==> config.mk <==
export PLATFORM = sky130hd
export DESIGN_NAME = johnson_decoder_monitor
export DESIGN_NICKNAME = d
export VERILOG_FILES = /design/src/rtl/johnson_decoder_monitor.sv
export SDC_FILE = /design/constraint.sdc
export NUM_CORES = 1
export LEC_CHECK = 0
export ABC_AREA = 1
export CORE_MARGIN = 5
export CORE_UTILIZATION = 54
export CTS_CLUSTER_SIZE = 12
export DETAILED_ROUTE_END_ITERATION = 10
export GPL_ROUTABILITY_DRIVEN = 0
export GPL_TIMING_DRIVEN = 0
export MAX_ROUTING_LAYER = met4
export PLACE_DENSITY = 0.8
export SYNTH_ARGS = -nofsm -noshare
export SYNTH_HDL_FRONTEND = slang
export SYNTH_SLANG_ARGS = --single-unit
==> constraint.sdc <==
create_clock -name clock -period 2.4 [get_ports clock]
set_input_delay 0.24 -clock clock [delete_from_list [all_inputs] [get_ports clock]]
set_output_delay 0.24 -clock clock [all_outputs]
set_load 0.005 [all_outputs]
==> src/rtl/johnson_decoder_monitor.sv <==
// johnson_decoder_monitor: decodes a Johnson code stream to binary, checks legality and succession, tracks lock and counts errors; `JOHNSON_DEC_ONEHOT_EN adds a one-hot index output
module johnson_decoder_monitor #(
    parameter int N        = 10,
    parameter int IDX_W    = 5,
    parameter int LOCK_LEN = 4,
    parameter int ERR_W    = 8
) (
    input  logic             clock,
    input  logic             reset,
    input  logic [N-1:0]     code,
    input  logic             code_valid,
    input  logic             clear_err,
    output logic [IDX_W-1:0] index,
    output logic             index_valid,
    output logic             illegal,
    output logic             seq_err,
    output logic             locked,
    output logic [ERR_W-1:0] err_count
`ifdef JOHNSON_DEC_ONEHOT_EN
    ,
    output logic [2*N-1:0]   onehot
`else
`endif
);

    typedef enum logic [1:0] {HUNT, CONFIRM, LOCKED} state_t;

    localparam logic [3:0]       LOCK_CNT = 4'(LOCK_LEN);
    localparam logic [IDX_W-1:0] LAST     = IDX_W'(2 * N - 1);

    state_t           state, state_nxt;
    logic [3:0]       good_cnt, good_nxt;
    logic [IDX_W-1:0] ones, trans, dec, succ;
    logic             legal, is_succ, seq_nxt, err_inc;

    // count ones and bit transitions; decode and predict the next index
    always_comb begin
        ones  = '0;
        trans = '0;
        for (int i = 0; i < N; i++) ones = ones + IDX_W'(code[i]);
        for (int i = 0; i < N - 1; i++) trans = trans + IDX_W'(code[i] ^ code[i+1]);
        legal   = trans <= IDX_W'(1);
        dec     = !code[N-1] ? ones : code[0] ? IDX_W'(N) : IDX_W'(2 * N) - ones;
        succ    = (index == LAST) ? '0 : index + IDX_W'(1);
        is_succ = dec == succ;
    end

    // lock tracking: a legal seed plus LOCK_LEN correct successors locks
    always_comb begin
        state_nxt = state;
        good_nxt  = good_cnt;
        seq_nxt   = 1'b0;
        err_inc   = 1'b0;
        if (code_valid) begin
            if (!legal) begin
                state_nxt = HUNT;
                good_nxt  = '0;
                err_inc   = state == LOCKED;
            end else if (state == HUNT) begin
                state_nxt = CONFIRM;
                good_nxt  = 4'd1;
            end else if (!is_succ) begin
                state_nxt = CONFIRM;
                good_nxt  = 4'd1;
                seq_nxt   = 1'b1;
                err_inc   = state == LOCKED;
            end else if (state == CONFIRM) begin
                good_nxt  = good_cnt + 4'd1;
                state_nxt = (good_cnt >= LOCK_CNT) ? LOCKED : CONFIRM;
            end
        end
    end

    // state, index and status pulses; index holds across illegal words
    always_ff @(posedge clock or negedge reset) begin
        if (!reset) begin
            state       <= HUNT;
            good_cnt    <= '0;
            index       <= '0;
            index_valid <= 1'b0;
            illegal     <= 1'b0;
            seq_err     <= 1'b0;
            locked      <= 1'b0;
        end else begin
            state       <= state_nxt;
            good_cnt    <= good_nxt;
            index_valid <= code_valid && legal;
            illegal     <= code_valid && !legal;
            seq_err     <= seq_nxt;
            locked      <= state_nxt == LOCKED;
            if (code_valid && legal) index <= dec;
        end
    end

    // saturating error counter; clear beats a simultaneous increment
    always_ff @(posedge clock or negedge reset) begin
        if (!reset) err_count <= '0;
        else if (clear_err) err_count <= '0;
        else if (err_inc && err_count != '1) err_count <= err_count + ERR_W'(1);
    end

`ifdef JOHNSON_DEC_ONEHOT_EN
    // one-hot image of the most recent legal index
    always_ff @(posedge clock or negedge reset) begin
        if (!reset) onehot <= '0;
        else if (code_valid && legal) onehot <= (2*N)'(1) << dec;
    end
`else
`endif

endmodule
==> impl_metrics.toml <==
[run_status]
status = "finished with violations"
violations = "setup timing"

[routing]
detail-route-antenna-nets = 0
via_per_inst = 5.21
wire_per_inst_um = 12.8
met2_length_mm = 2.40
firstDrtPassIters = 5
route.detailed.drc = 0
routed.top_layer = "met4"
wl_met3_um = 233
routed_wl_mm = 4.58
via_count = 1870
drt-initial-drc-count = 94
m1WireLength_mm = 1.87

[setup_path]
crit_arrival_ns = 3.99
r2r_start = "index[0]$_DFFE_PN0P_"
cp_slowest_cell = "fa_1"
crit_start = "code[1]"
path_delay_family = "adder cells"
crit_path_max_incr_delay_ns = 0.51
startpoint_type = "input pin"
cp_cell_sequence = "buf_8 > fa_1 > fa_1 > inv_1 > fa_1 > inv_1 > ha_2 > inv_2 > fa_2 > ha_4 > inv_2 > nand2_2 > nand2_2 > buf_4 > buf_6 > buf_4 > buf_4 > buf_4 > buf_4 > buf_4 > o21ai_2"
cp.buffers_inverters = 12
critPathMostFrequentCell = "buf_4"
crit_path_max_fanout = 3
cp.required_ns = 2.60
crit_path_end_kind = "flip-flop"
crit_type = "in -> reg"

[sta]
finalCritPeriodShare_pct = 158
period_needed_ns = 3.78
setup_viol = 23
skew_ns = 0.00223
slew_headroom_pct = 30.7
setup_ws_ns = -1.38
slew_viol_final = 0
hold_viol = 0
grt_setup_unrepaired = "true"
fmax_ghz = 0.264
worst_pin_slew_ns = 1.04
finalSetupTns_ns = -27.72

[floorplan]
rows = 22
fp.dieH_um = 70.9
die_area_mm2 = 0.00502
start_util_pct = 55.1
design.core.area_mm2 = 0.00363
die_x_um = 70.9
io_pins = 31

[placed_design]
portBuffers = 29
place_ws_ns = -2.40
hpwlAfterDp_mm = 3.31

[pwr]
p_leak_nw = 1.36
vdd_drop_max_mv = 0.544
powerDensity_mw_per_mm2 = 909

[clock_tree]
cts_made_buffers = 3
cts.path.max_buffers = 2
clock_latency_ns = 0.26
cts_tree = "yes"
cts.sinks = 23
cts_htree_levels = 1
postCtsHoldBufs = 0
clkTransAtPathRegs_ns = 0.08
cts-root-buf = "clkbuf_8"

[worst_hold_path]
hold_path_class = "in -> reg"
worstHoldStart = "clear_err"

[run]
drv_cap = 0

[cells_and_area]
drive_gt1_share_pct = 28.6
layout_commonest_cell = "nand2_1"
n_antenna_cell = 0
nNetsFinal = 346
area_growth_pct = 35.1
layout_common_cells = "52 x nand2_1, 30 x inv_1, 23 x dfrtp_1"
final_core_util_pct = 74.4

[global_routing]
grt_pass1_vias = 1710
grt_first_pass_wirelength_mm = 7.38
antenna_found_initial = 0
grt_max_degree = 24
gr-total-overflow = 0
grt_use_total_pct = 18.4

[synth]
yosys.area.top_type = "dfrtp_1"
synth_top_flop_cell = "dfrtp_1"
synth_seq_cells = 23
synth_edf_count = 0
synthesis.nets = 291
synthArstFlopShare_pct = 100
ys_top_cells_by_area = "dfrtp_1 29%, nand2_1 13%, fa_1 10%, nand3_1 6.5%, inv_1 6.4%"
netlist_instances = 257
yosys_warnings = 0
synth.avg_cell_area_um2 = 7.79
netlist_area_mm2 = 0.00200
ys_seq_area_share_pct = 28.7
synth.top_cell.area_share_pct = 28.7
netlist-cell-type-count = 31
worst register-to-register path: stages (launching register included):
cell and delay, ns:
dfrtp_1 0.44, ha_1 0.29, nand2_1 0.09, inv_1 0.04, nor2_1 0.08, nand2_1 0.09, nand4_1 0.10, nand3_2 0.09
nor2_4 0.15, nand3_4 0.12, nand3_4 0.16, nand2_8 0.09, nand2_1 0.09, nand2_1 0.05
what timing repair did:
item                                    CTS  global route
endpoints found under the setup margin   23            23
setup buffers                            17             4
hold endpoints to repair                  0             0
pin swaps                                23            29
resized for setup                        53            28
path summary, 6_finish.rpt:
check / to / slack [ns] / cells after the start
setup reg to reg: err_count[4]$_DFFE_PN0P_ / 0.41 / 13
min in group asynchronous: index[1]$_DFFE_PN0P_ / 0.54 / 1
hold reg to reg: good_cnt[1]$_DFFE_PN0P_ / 0.55 / 2
setup / recovery: index[1]$_DFFE_PN0P_ / -1.38 / 21
max in group asynchronous: state[0]$_DFF_PN0_ / 1.24 / 1
hold / removal: err_count[2]$_DFFE_PN0P_ / 0.34 / 4
per-layer routing:
layer | GRT usage, % | vias up
met5 | - | -
met4 | 3.13 | 0
met3 | 3.13 | 10
met2 | 32.7 | 59
met1 | 22.2 | 877
li1 | - | 924
area by class of cell:
cell class / count / area, um2
Buffer: 2 / 18.8
Fill cell: 276 / 928
Timing Repair Buffer: 50 / 474
Tap cell: 48 / 60.1
Clock buffer: 3 / 41.3
Clock inverter: 1 / 5.00
Sequential cell: 23 / 576
Inverter: 40 / 150
Multi-Input combinational cell: 192 / 1380
stage by stage:
stage               total power, W  std cells  area (um2)  hold slack (ns)
CTS                        0.00227        355        2570            0.319
global placement           0.00171        334        2370            0.524
detailed placement         0.00176        334        2370            0.527
finish                     0.00246        359        2710            0.340
global route               0.00265        359        2710            0.350
floorplan                  0.00142        257        2020          -0.0556
flip-flops by register name, indices dropped and copies added (netlist names):
register	count
err_count	8
index	5
good_cnt	4
state	2
illegal	1
index_valid	1
locked	1
seq_err	1
logic make-up (layout without fill, tap and decap cells):
logic type	after synthesis	count (layout)	synth area share, %
xor+xnor	14	14	6.12
buf+inv	42	96	7.94
flops	23	23	28.7
simple gates	139	139	35.4
fa+ha+maj	20	20	16.2
compound gates	19	19	5.56
power breakdown:
| group | switching [W] | leakage (nW) | total, W | internal, W |
|---|---|---|---|---|
| clock network | 0.000126 | 0.0255 | 0.000241 | 0.000116 |
| registers | 0.0000834 | 0.308 | 0.000546 | 0.000463 |
| logic | 0.000853 | 1.03 | 0.00167 | 0.000818 |
synthesized netlist by cell type, types with 2 or more instances:
cell type / number
nand2_2: 3
xnor2_1: 4
nand3_4: 2
nand4_1: 5
o21ai_0: 10
nand3_1: 26
dfrtp_1: 23
fa_1: 10
nand2_1: 67
a21oi_1: 4
inv_1: 34
nand2_4: 3
nor2_1: 20
or2_2: 2
nor2_2: 2
nand3_2: 3
inv_2: 5
ha_1: 10
xor2_1: 10
o211ai_1: 2
nor2_4: 2
Note: power is estimated with default switching activity, not from simulation.
